`config.mk`:
```
export PLATFORM = sky130hd
export DESIGN_NAME = rd_capture_lgc_flat
export DESIGN_NICKNAME = d
export VERILOG_FILES = /design/src/rtl/rd_capture_lgc_pkg.sv /design/src/rtl/rd_capture_lgc_if.sv /design/src/rtl/rd_capture_lgc_lat_cntr.sv /design/src/rtl/rd_capture_lgc.sv /design/src/flat_wrapper.sv
export SDC_FILE = /design/constraint.sdc
export NUM_CORES = 1
export LEC_CHECK = 0
export BUFFER_PORTS_ARGS = -buffer_cell sky130_fd_sc_hd__buf_2
export CELL_PAD_IN_SITES_DETAIL_PLACEMENT = 0
export CELL_PAD_IN_SITES_GLOBAL_PLACEMENT = 1
export CORE_UTILIZATION = 38
export DETAILED_ROUTE_END_ITERATION = 16
export PLACE_DENSITY = 0.88
export SLEW_MARGIN = 20
export SYNTH_ARGS = -nofsm -noshare
export SYNTH_HDL_FRONTEND = slang
export SYNTH_SLANG_ARGS = --single-unit
```
`constraint.sdc`:
```
create_clock -name clk -period 3.7 [get_ports clk]
set_clock_uncertainty 0.15 [all_clocks]
set_input_delay 0.37 -clock clk [delete_from_list [all_inputs] [get_ports clk]]
set_output_delay 0.37 -clock clk [all_outputs]
set_load 0.02 [all_outputs]
```
`src/rtl/rd_capture_lgc_pkg.sv`:
```
// Shared types and elaboration helpers for the DDR5 read-burst capture block.
package rd_capture_lgc_pkg;

    typedef enum logic [1:0] {
        ST_IDLE = 2'd0,
        ST_WAIT = 2'd1,
        ST_CAPT = 2'd2
    } state_e;

    // Position of each beat inside a clk-cycle beat pair.
    localparam int RISE_OFS = 0;
    localparam int FALL_OFS = 1;

    function automatic bit bl_legal(input int bl);
        return (bl >= 2) && ((bl % 2) == 0);
    endfunction

    // Beat-pair counter must hold BL/2 without wrapping.
    function automatic int bcnt_w(input int bl);
        return $clog2(bl / 2) + 1;
    endfunction

endpackage

```
`src/rtl/rd_capture_lgc_if.sv`:
```
// Read-capture bus: command side, deserializer beats and read-return outputs.
// The DBI flag signals exist only when RD_DBI_EN is defined.
interface rd_capture_lgc_if #(
    parameter int BL   = 2,
    parameter int DQ_W = 8,
    parameter int CLW  = 6
);
    logic                 rd_cmd;
    logic [CLW-1:0]       cl;
    logic                 rd_rdy;
    logic [DQ_W-1:0]      dq_rise;
    logic [DQ_W-1:0]      dq_fall;
`ifdef RD_DBI_EN
    logic                 dbi_n_rise;
    logic                 dbi_n_fall;
`endif
    logic [BL*DQ_W-1:0]   rd_data;
    logic                 rd_valid;
    logic                 rd_ovf;

`ifdef RD_DBI_EN
    modport master (output rd_cmd, cl, dq_rise, dq_fall, dbi_n_rise, dbi_n_fall,
                    input  rd_rdy, rd_data, rd_valid, rd_ovf);
    modport slave  (input  rd_cmd, cl, dq_rise, dq_fall, dbi_n_rise, dbi_n_fall,
                    output rd_rdy, rd_data, rd_valid, rd_ovf);
`else
    modport master (output rd_cmd, cl, dq_rise, dq_fall,
                    input  rd_rdy, rd_data, rd_valid, rd_ovf);
    modport slave  (input  rd_cmd, cl, dq_rise, dq_fall,
                    output rd_rdy, rd_data, rd_valid, rd_ovf);
`endif
endinterface

```
`src/rtl/rd_capture_lgc_lat_cntr.sv`:
```
// Loadable down-counter that saturates at zero; used for CAS wait and beat-pair count.
module rd_capture_lgc_lat_cntr #(
    parameter int W = 6
) (
    input  logic         clk,
    input  logic         rst,
    input  logic         load,
    input  logic [W-1:0] load_val,
    input  logic         en,
    output logic [W-1:0] cnt,
    output logic         zero
);
    logic [W-1:0] cnt_q;

    always_ff @(posedge clk) begin
        if (!rst) begin
            cnt_q <= '0;
        end else if (load) begin
            cnt_q <= load_val;
        end else if (en && (cnt_q != '0)) begin
            cnt_q <= cnt_q - 1'b1;
        end
    end

    assign cnt  = cnt_q;
    assign zero = (cnt_q == '0);
endmodule

```
`src/rtl/rd_capture_lgc.sv`:
```
// Captures one DDR5 read burst after a programmable CAS latency and pulses rd_valid.
// Define RD_DBI_EN to add read-DBI inversion of beats flagged with dbi_n=0.
//
//   state   | meaning
//   IDLE    | ready for rd_cmd; rd_rdy=1
//   WAIT    | counting down the latched CAS latency
//   CAPT    | sampling one rise/fall beat pair per clk
module rd_capture_lgc
    import rd_capture_lgc_pkg::*;
#(
    parameter int BL   = 2,
    parameter int DQ_W = 8,
    parameter int CLW  = 6
) (
    input  logic               clk,
    input  logic               rst,
    rd_capture_lgc_if.slave    bus
);
    localparam int NPAIR = BL / 2;
    localparam int BW    = bcnt_w(BL);

    generate
        if (!bl_legal(BL)) begin : g_bl_chk
            $error("rd_capture_lgc: BL must be even and >= 2");
        end
    endgenerate

    state_e               state_q;
    logic                 rd_valid_q;
    logic                 rd_ovf_q;
    logic [BL*DQ_W-1:0]   rd_data_q;

    logic [CLW-1:0]       wcnt;
    logic                 wzero;
    logic [BW-1:0]        bcnt;
    logic                 bzero;
    logic                 rdy;
    logic                 accept;
    logic                 wait_done;
    logic                 capt_last;
    logic                 capt_entry;
    logic [BW-1:0]        beat_idx;
    logic [NPAIR-1:0]     pair_we;
    logic [DQ_W-1:0]      rise_beat;
    logic [DQ_W-1:0]      fall_beat;

    assign rdy        = (state_q == ST_IDLE);
    assign accept     = bus.rd_cmd && rdy;
    // Zero checks are a safe exit should a counter ever be empty in that state.
    assign wait_done  = (state_q == ST_WAIT) && ((wcnt == CLW'(1)) || wzero);
    assign capt_last  = (state_q == ST_CAPT) && ((bcnt == BW'(1)) || bzero);
    assign capt_entry = (accept && (bus.cl == '0)) || wait_done;
    assign beat_idx   = BW'(NPAIR) - bcnt;

`ifdef RD_DBI_EN
    assign rise_beat = bus.dbi_n_rise ? bus.dq_rise : ~bus.dq_rise;
    assign fall_beat = bus.dbi_n_fall ? bus.dq_fall : ~bus.dq_fall;
`else
    assign rise_beat = bus.dq_rise;
    assign fall_beat = bus.dq_fall;
`endif

    always_comb begin
        pair_we = '0;
        for (int k = 0; k < NPAIR; k++) begin
            pair_we[k] = (state_q == ST_CAPT) && (beat_idx == BW'(k));
        end
    end

    rd_capture_lgc_lat_cntr #(.W(CLW)) u_wait_cntr (
        .clk      (clk),
        .rst      (rst),
        .load     (accept),
        .load_val (bus.cl),
        .en       (state_q == ST_WAIT),
        .cnt      (wcnt),
        .zero     (wzero)
    );

    rd_capture_lgc_lat_cntr #(.W(BW)) u_beat_cntr (
        .clk      (clk),
        .rst      (rst),
        .load     (capt_entry),
        .load_val (BW'(NPAIR)),
        .en       (state_q == ST_CAPT),
        .cnt      (bcnt),
        .zero     (bzero)
    );

    always_ff @(posedge clk) begin
        if (!rst) begin
            state_q    <= ST_IDLE;
            rd_valid_q <= 1'b0;
            rd_ovf_q   <= 1'b0;
            rd_data_q  <= '0;
        end else begin
            rd_valid_q <= capt_last;
            rd_ovf_q   <= bus.rd_cmd && !rdy;
            case (state_q)
                ST_IDLE: if (accept) state_q <= (bus.cl == '0) ? ST_CAPT : ST_WAIT;
                ST_WAIT: if (wait_done) state_q <= ST_CAPT;
                ST_CAPT: if (capt_last) state_q <= ST_IDLE;
                default: state_q <= ST_IDLE;
            endcase
            for (int k = 0; k < NPAIR; k++) begin
                if (pair_we[k]) begin
                    rd_data_q[(2*k+RISE_OFS)*DQ_W +: DQ_W] <= rise_beat;
                    rd_data_q[(2*k+FALL_OFS)*DQ_W +: DQ_W] <= fall_beat;
                end
            end
        end
    end

    assign bus.rd_rdy   = rdy;
    assign bus.rd_valid = rd_valid_q;
    assign bus.rd_ovf   = rd_ovf_q;
    assign bus.rd_data  = rd_data_q;
endmodule

```
`src/flat_wrapper.sv`:
```
// flat-port wrapper written by rule: the top's interface ports become plain ports
module rd_capture_lgc_flat import rd_capture_lgc_pkg::*;
#(
    parameter int BL   = 2,
    parameter int DQ_W = 8,
    parameter int CLW  = 6
)
  (clk, rst, bus_rd_cmd, bus_cl, bus_dq_rise, bus_dq_fall, bus_rd_rdy, bus_rd_data, bus_rd_valid, bus_rd_ovf);
  rd_capture_lgc_if #(.BL(BL), .DQ_W(DQ_W), .CLW(CLW)) bus_i ();
  input  logic clk;
  input  logic rst;
  input wire logic [$bits(bus_i.rd_cmd)-1:0] bus_rd_cmd;
  input wire logic [$bits(bus_i.cl)-1:0] bus_cl;
  input wire logic [$bits(bus_i.dq_rise)-1:0] bus_dq_rise;
  input wire logic [$bits(bus_i.dq_fall)-1:0] bus_dq_fall;
  output wire logic [$bits(bus_i.rd_rdy)-1:0] bus_rd_rdy;
  output wire logic [$bits(bus_i.rd_data)-1:0] bus_rd_data;
  output wire logic [$bits(bus_i.rd_valid)-1:0] bus_rd_valid;
  output wire logic [$bits(bus_i.rd_ovf)-1:0] bus_rd_ovf;
  assign bus_i.rd_cmd = bus_rd_cmd;
  assign bus_i.cl = bus_cl;
  assign bus_i.dq_rise = bus_dq_rise;
  assign bus_i.dq_fall = bus_dq_fall;
  assign bus_rd_rdy = bus_i.rd_rdy;
  assign bus_rd_data = bus_i.rd_data;
  assign bus_rd_valid = bus_i.rd_valid;
  assign bus_rd_ovf = bus_i.rd_ovf;
  rd_capture_lgc #(.BL(BL), .DQ_W(DQ_W), .CLW(CLW)) u_core (.clk(clk), .rst(rst), .bus(bus_i));
endmodule
```
**Word-level counts from Yosys, hierarchy flattened**

Cells that the tools add are included.
Widths: inputs -> output; s select.

- Register bits after elaboration: 27
- Bits of input ports: 25
- Output and inout bits: 19
- Word-level logic and storage cells: 40

- $add $sub $neg: 3
- Equal/unequal tests: 5
- Multiplexer cells: 8
- Bitwise logic cells: 1
- Reductions and logical operators: 17

Operators with widths:

| cell | number |
|---|---|
| $logic_not 6->1 | 2 |
| $mux 6 | 2 |
| $logic_and 1x1->1 | 7 |
| $eq 6x1->1 const B | 1 |
| $mux 2 | 3 |
| $reduce_bool 6->1 | 1 |
| $sub 6x1->6 const B | 1 |
| $pmux 2 s2 | 1 |
| $reduce_bool 2->1 | 2 |
| $eq 2x1->1 const B | 1 |
| $eq 2x2->1 const B | 1 |
| $logic_not 2->1 | 1 |
| $logic_or 1x1->1 | 2 |
| $mux 1 | 2 |
| $ne 2x1->1 const B | 1 |
| $ne 2x2->1 const B | 1 |
| $reduce_and 2->1 | 1 |
| $logic_not 1->1 | 1 |
| $not 1->1 | 1 |
| $sub 1x1->1 const A | 1 |
| $sub 1x1->1 const B | 1 |

**Logic depth before layout (Yosys ltp)**

- Depth after elaboration: 5
- Depth in mapped cells: 6

**Modules after synthesis**

A second synthesis with hierarchy kept.

- Cell total of the unflattened synthesis: 149
- Area total of the unflattened synthesis: 1,312.5 µm²

Modules (own cells, without submodules):

| module | times used | cells each | area each (µm²) |
|---|---|---|---|
| rd_capture_lgc | 1 | 102 | 889.6 |
| rd_capture_lgc_lat_cntr at u_core.u_wait_cntr | 1 | 42 | 374.1 |
| rd_capture_lgc_lat_cntr at u_core.u_beat_cntr | 1 | 5 | 48.8 |

**Worst setup path before layout**

No wires, ideal clock.

- Path kind: in2reg
- Start point: input bus_cl[2]
- End point: register u_core.state_q[0]
- Data arrival time: 1.274 ns
- Slack: 2.161 ns
- Stages: 4
- Path buffers: 0
- Path through: or4_4 -> nor3_4 -> o22ai_1 -> and2_1

- Cells in the longest elaborated chain, start to end: 4

RTL lines:

| element | line | RTL |
|---|---|---|
| from (decl) | flat_wrapper.sv:13 | `input wire logic [$bits(bus_i.cl)-1:0] bus_cl;` |
| $logic_not 6->1 | rd_capture_lgc.sv:100 | `ST_IDLE: if (accept) state_q <= (bus.cl == '0) ? ST_CAPT : ST_WAIT;` |
| $mux 2 (2 in a row) | rd_capture_lgc.sv:100 |  |
| $pmux 2 s2 | rd_capture_lgc.sv:99 | `case (state_q)` |
| to (signal assigned) | rd_capture_lgc.sv:100 |  |
| to (decl) | rd_capture_lgc.sv:28 | `state_e state_q;` |

No other way between the ends. The select of a mux whose other input is x is not followed.
A chain may end at the register's enable or synchronous reset.

**Worst setup path after layout**

- Start point: register u_core.state_q[0]
- End point: output bus_rd_rdy

- Cells in the longest elaborated chain, start to end: 1

RTL lines:

| element | line | RTL |
|---|---|---|
| $logic_not 2->1 | rd_capture_lgc.sv:47 | `assign rdy = (state_q == ST_IDLE);` |
| to (decl) | flat_wrapper.sv:16 | `output wire logic [$bits(bus_i.rd_rdy)-1:0] bus_rd_rdy;` |

No other way between the ends.

==> results.ini <==
[critical_path]
reg2reg_to = u_core.u_wait_cntr.cnt[2]
crit_required_ps = 3180
r2r_setup_slack_ps = 1980
crit_slowest_cell = dfxtp_1
worst_ep_arrival_time_ps = 1210
critical_path_class = register to output pin
crit_chain = nor2_1 > buf_2
reg2regPathDepth = 5
cp-start-kind = register
critPathMaxStageDelay_ps = 620
cp-end-kind = output pin
crit_path_max_fanout = 13
r2r-start = u_core.u_wait_cntr.cnt[0]

[clock_tree]
cts_tree = yes
cts_resized = 0
cts_setup_buffers = 0
clk_pin_slew_ps = 130
clk_path_buf_depth = 2
cts_hold_buffers = 0
clock-sinks = 27
worstSkewPairLatency_ps = 310
root_buffer = clkbuf_4
cts_buffers = 3
cts-htree-levels = 1

[logic_synthesis]
synth_commonest_cells = 35 x nand2_1, 27 x dfxtp_1, 17 x a21boi_0
yosysMostFrequentCell = nand2_1
synth_edf_count = 0
synth_top_area_frac = 0.434
synth_area_leader_cell = dfxtp_1
synth_top_cells_by_area = dfxtp_1 43%, nand2_1 11%, a21boi_0 10%
postSynth.asyncResetShare = 0
synth_seq_area_share = 0.434
synth_area_sq_um = 1250
syn_nets = 172
ys_ff_latch = 27
synth_cell_types = 39
ys.flop_type = dfxtp_1
synth_area_per_cell_sq_um = 8.65
yosysWarnings = 0
postSynthCellCount = 144

[sta]
relSlewSlack = 0.588
clock.fmax_ghz = 0.579
rsz0062_at_grt = no
fin_crit_ps = 1730
tightest_slew_ps = 618
fin_crit_sh = 0.467
setup_tns_ps = 0
drv_slew = 0
final_hold_viol_count = 0
setup_viol = 0

[drt]
via_count = 1088
viasPerCell = 4.77
wl_met3_um = 182
first_pass_iters = 4
wl_met2_um = 1070
ant_nets = 0
drtIter0Drc = 25
highest_layer = met4
wl_um = 2450
drcViolationCount = 0
avgRoutedWirePerCell_um = 10.7
wl_met1_um = 1190

[placement]
place_inst = 224
dp_hpwl_um = 1880
gp_congestion = 0.812
io_buffer_count = 43

[flow_run]
drv_cap = 0

[finish]
nets = 213
num_antenna_cells = 0
syn_to_final_growth_pct = 20.4
fin_cells = 228
layout-drive-gt1-share = 0.277

[worst_hold_path]
hold_end = u_core.bus.rd_data[3]
min_from = bus_dq_rise[3]
hp-class = input pin to register
min_path_cells = 3

[floorplanning]
core-area_sq_um = 3080
io_pins = 44
die_y_um = 59.3
start_util = 0.405
num_rows = 20
fp.dieW_um = 59.3
dieArea_sq_um = 3510

[global_routing]
grt-ovfl-total = 0
grt_max_degree = 31
first_global_vias = 991
grt_use_total = 0.151
grt_pass1_wl_um = 4080
antenna_found_initial = 0

[pwr]
power_mw = 0.561
p_leak_nw = 0.643
power_density_nw_per_um2 = 374
irDropWorstVdd_mv = 0.185

[outcome]
status = completed

==> metrics by stage <==
step                setup slack, ps  hold WS, ps  instance area, sq um   util
global route                   1820          127                  1500  0.487
finish                         1970          141                  1500  0.487
detailed placement             2000          307                  1470  0.479
CTS                            1960          127                  1500  0.487
global placement               2030          298                  1470  0.479
floorplan                      2160          312                  1250      -
==> registers in the layout, indices dropped and copies added, names as in the netlist <==
register / cells
u_core.state_q: 2
u_core.bus.rd_valid: 1
u_core.bus.rd_data: 16
u_core.bus.rd_ovf: 1
u_core.u_beat_cntr.cnt: 1
u_core.u_wait_cntr.cnt: 6
==> where the power goes <==
part	total [mW]	internal (mW)	switching (mW)	leakage [nW]
Combinational	0.114	0.0542	0.0598	0.408
Clock	0.119	0.0420	0.0772	0.0150
Sequential	0.327	0.306	0.0217	0.219
==> critical path, delay by kind of cell (launching register included) <==
family        cells  cell delay, ps
buf+inv           1             180
simple gates      1             110
flops             1             620
==> how the worst max path moves through the flow <==
stage | from | end | depth (start not counted)
floorplan | bus_cl[2] | u_core.state_q[0] | 4
global placement | bus_cl[2] | u_core.state_q[0] | 5
detailed placement | bus_cl[2] | u_core.state_q[0] | 5
CTS | u_core.state_q[0] | bus_rd_rdy | 2
global route | u_core.state_q[1] | u_core.bus.rd_data[2] | 4
finish | u_core.state_q[0] | bus_rd_rdy | 2
==> layout by cell type (no fill, tap or decap), types with 2 or more instances in the layout <==
cell type and n:
a21boi_0 17, and3_1 2, inv_1 4, a211oi_1 2
nor2_1 8, a22o_1 2, clkbuf_4 3, dfxtp_1 27
nand3_1 4, ha_1 3, o21a_1 2, buf_2 43
a31oi_1 2, nor2b_1 2, o21ai_0 4, nand2_1 35
nor3b_1 3
==> layer usage <==
metal  up-vias  track usage
met2        38        0.260
met3         2       0.0328
li1        573            -
met5         -            0
met1       475        0.184
met4         0       0.0510
==> cell type report <==
class | count | area (sq um)
fillers | 317 | 1580
multi-input cells | 106 | 648
flip-flops and latches | 27 | 541
repair buffers | 43 | 215
well taps | 44 | 55.1
clock buffers | 4 | 26.3
inverters | 4 | 15.0
==> logic make-up (layout without fill, tap and decap cells) <==
family / count (synthesis) / in the layout / share of synthesized area
xor+xnor: 1 / 1 / 0.00703
buf+inv: 11 / 51 / 0.0462
simple gates: 64 / 64 / 0.264
compound gates: 37 / 37 / 0.211
fa+ha+maj: 3 / 3 / 0.0301
flops: 27 / 27 / 0.434
mux: 1 / 1 / 0.00803
No activity file was read; power rests on OpenSTA's default activity.
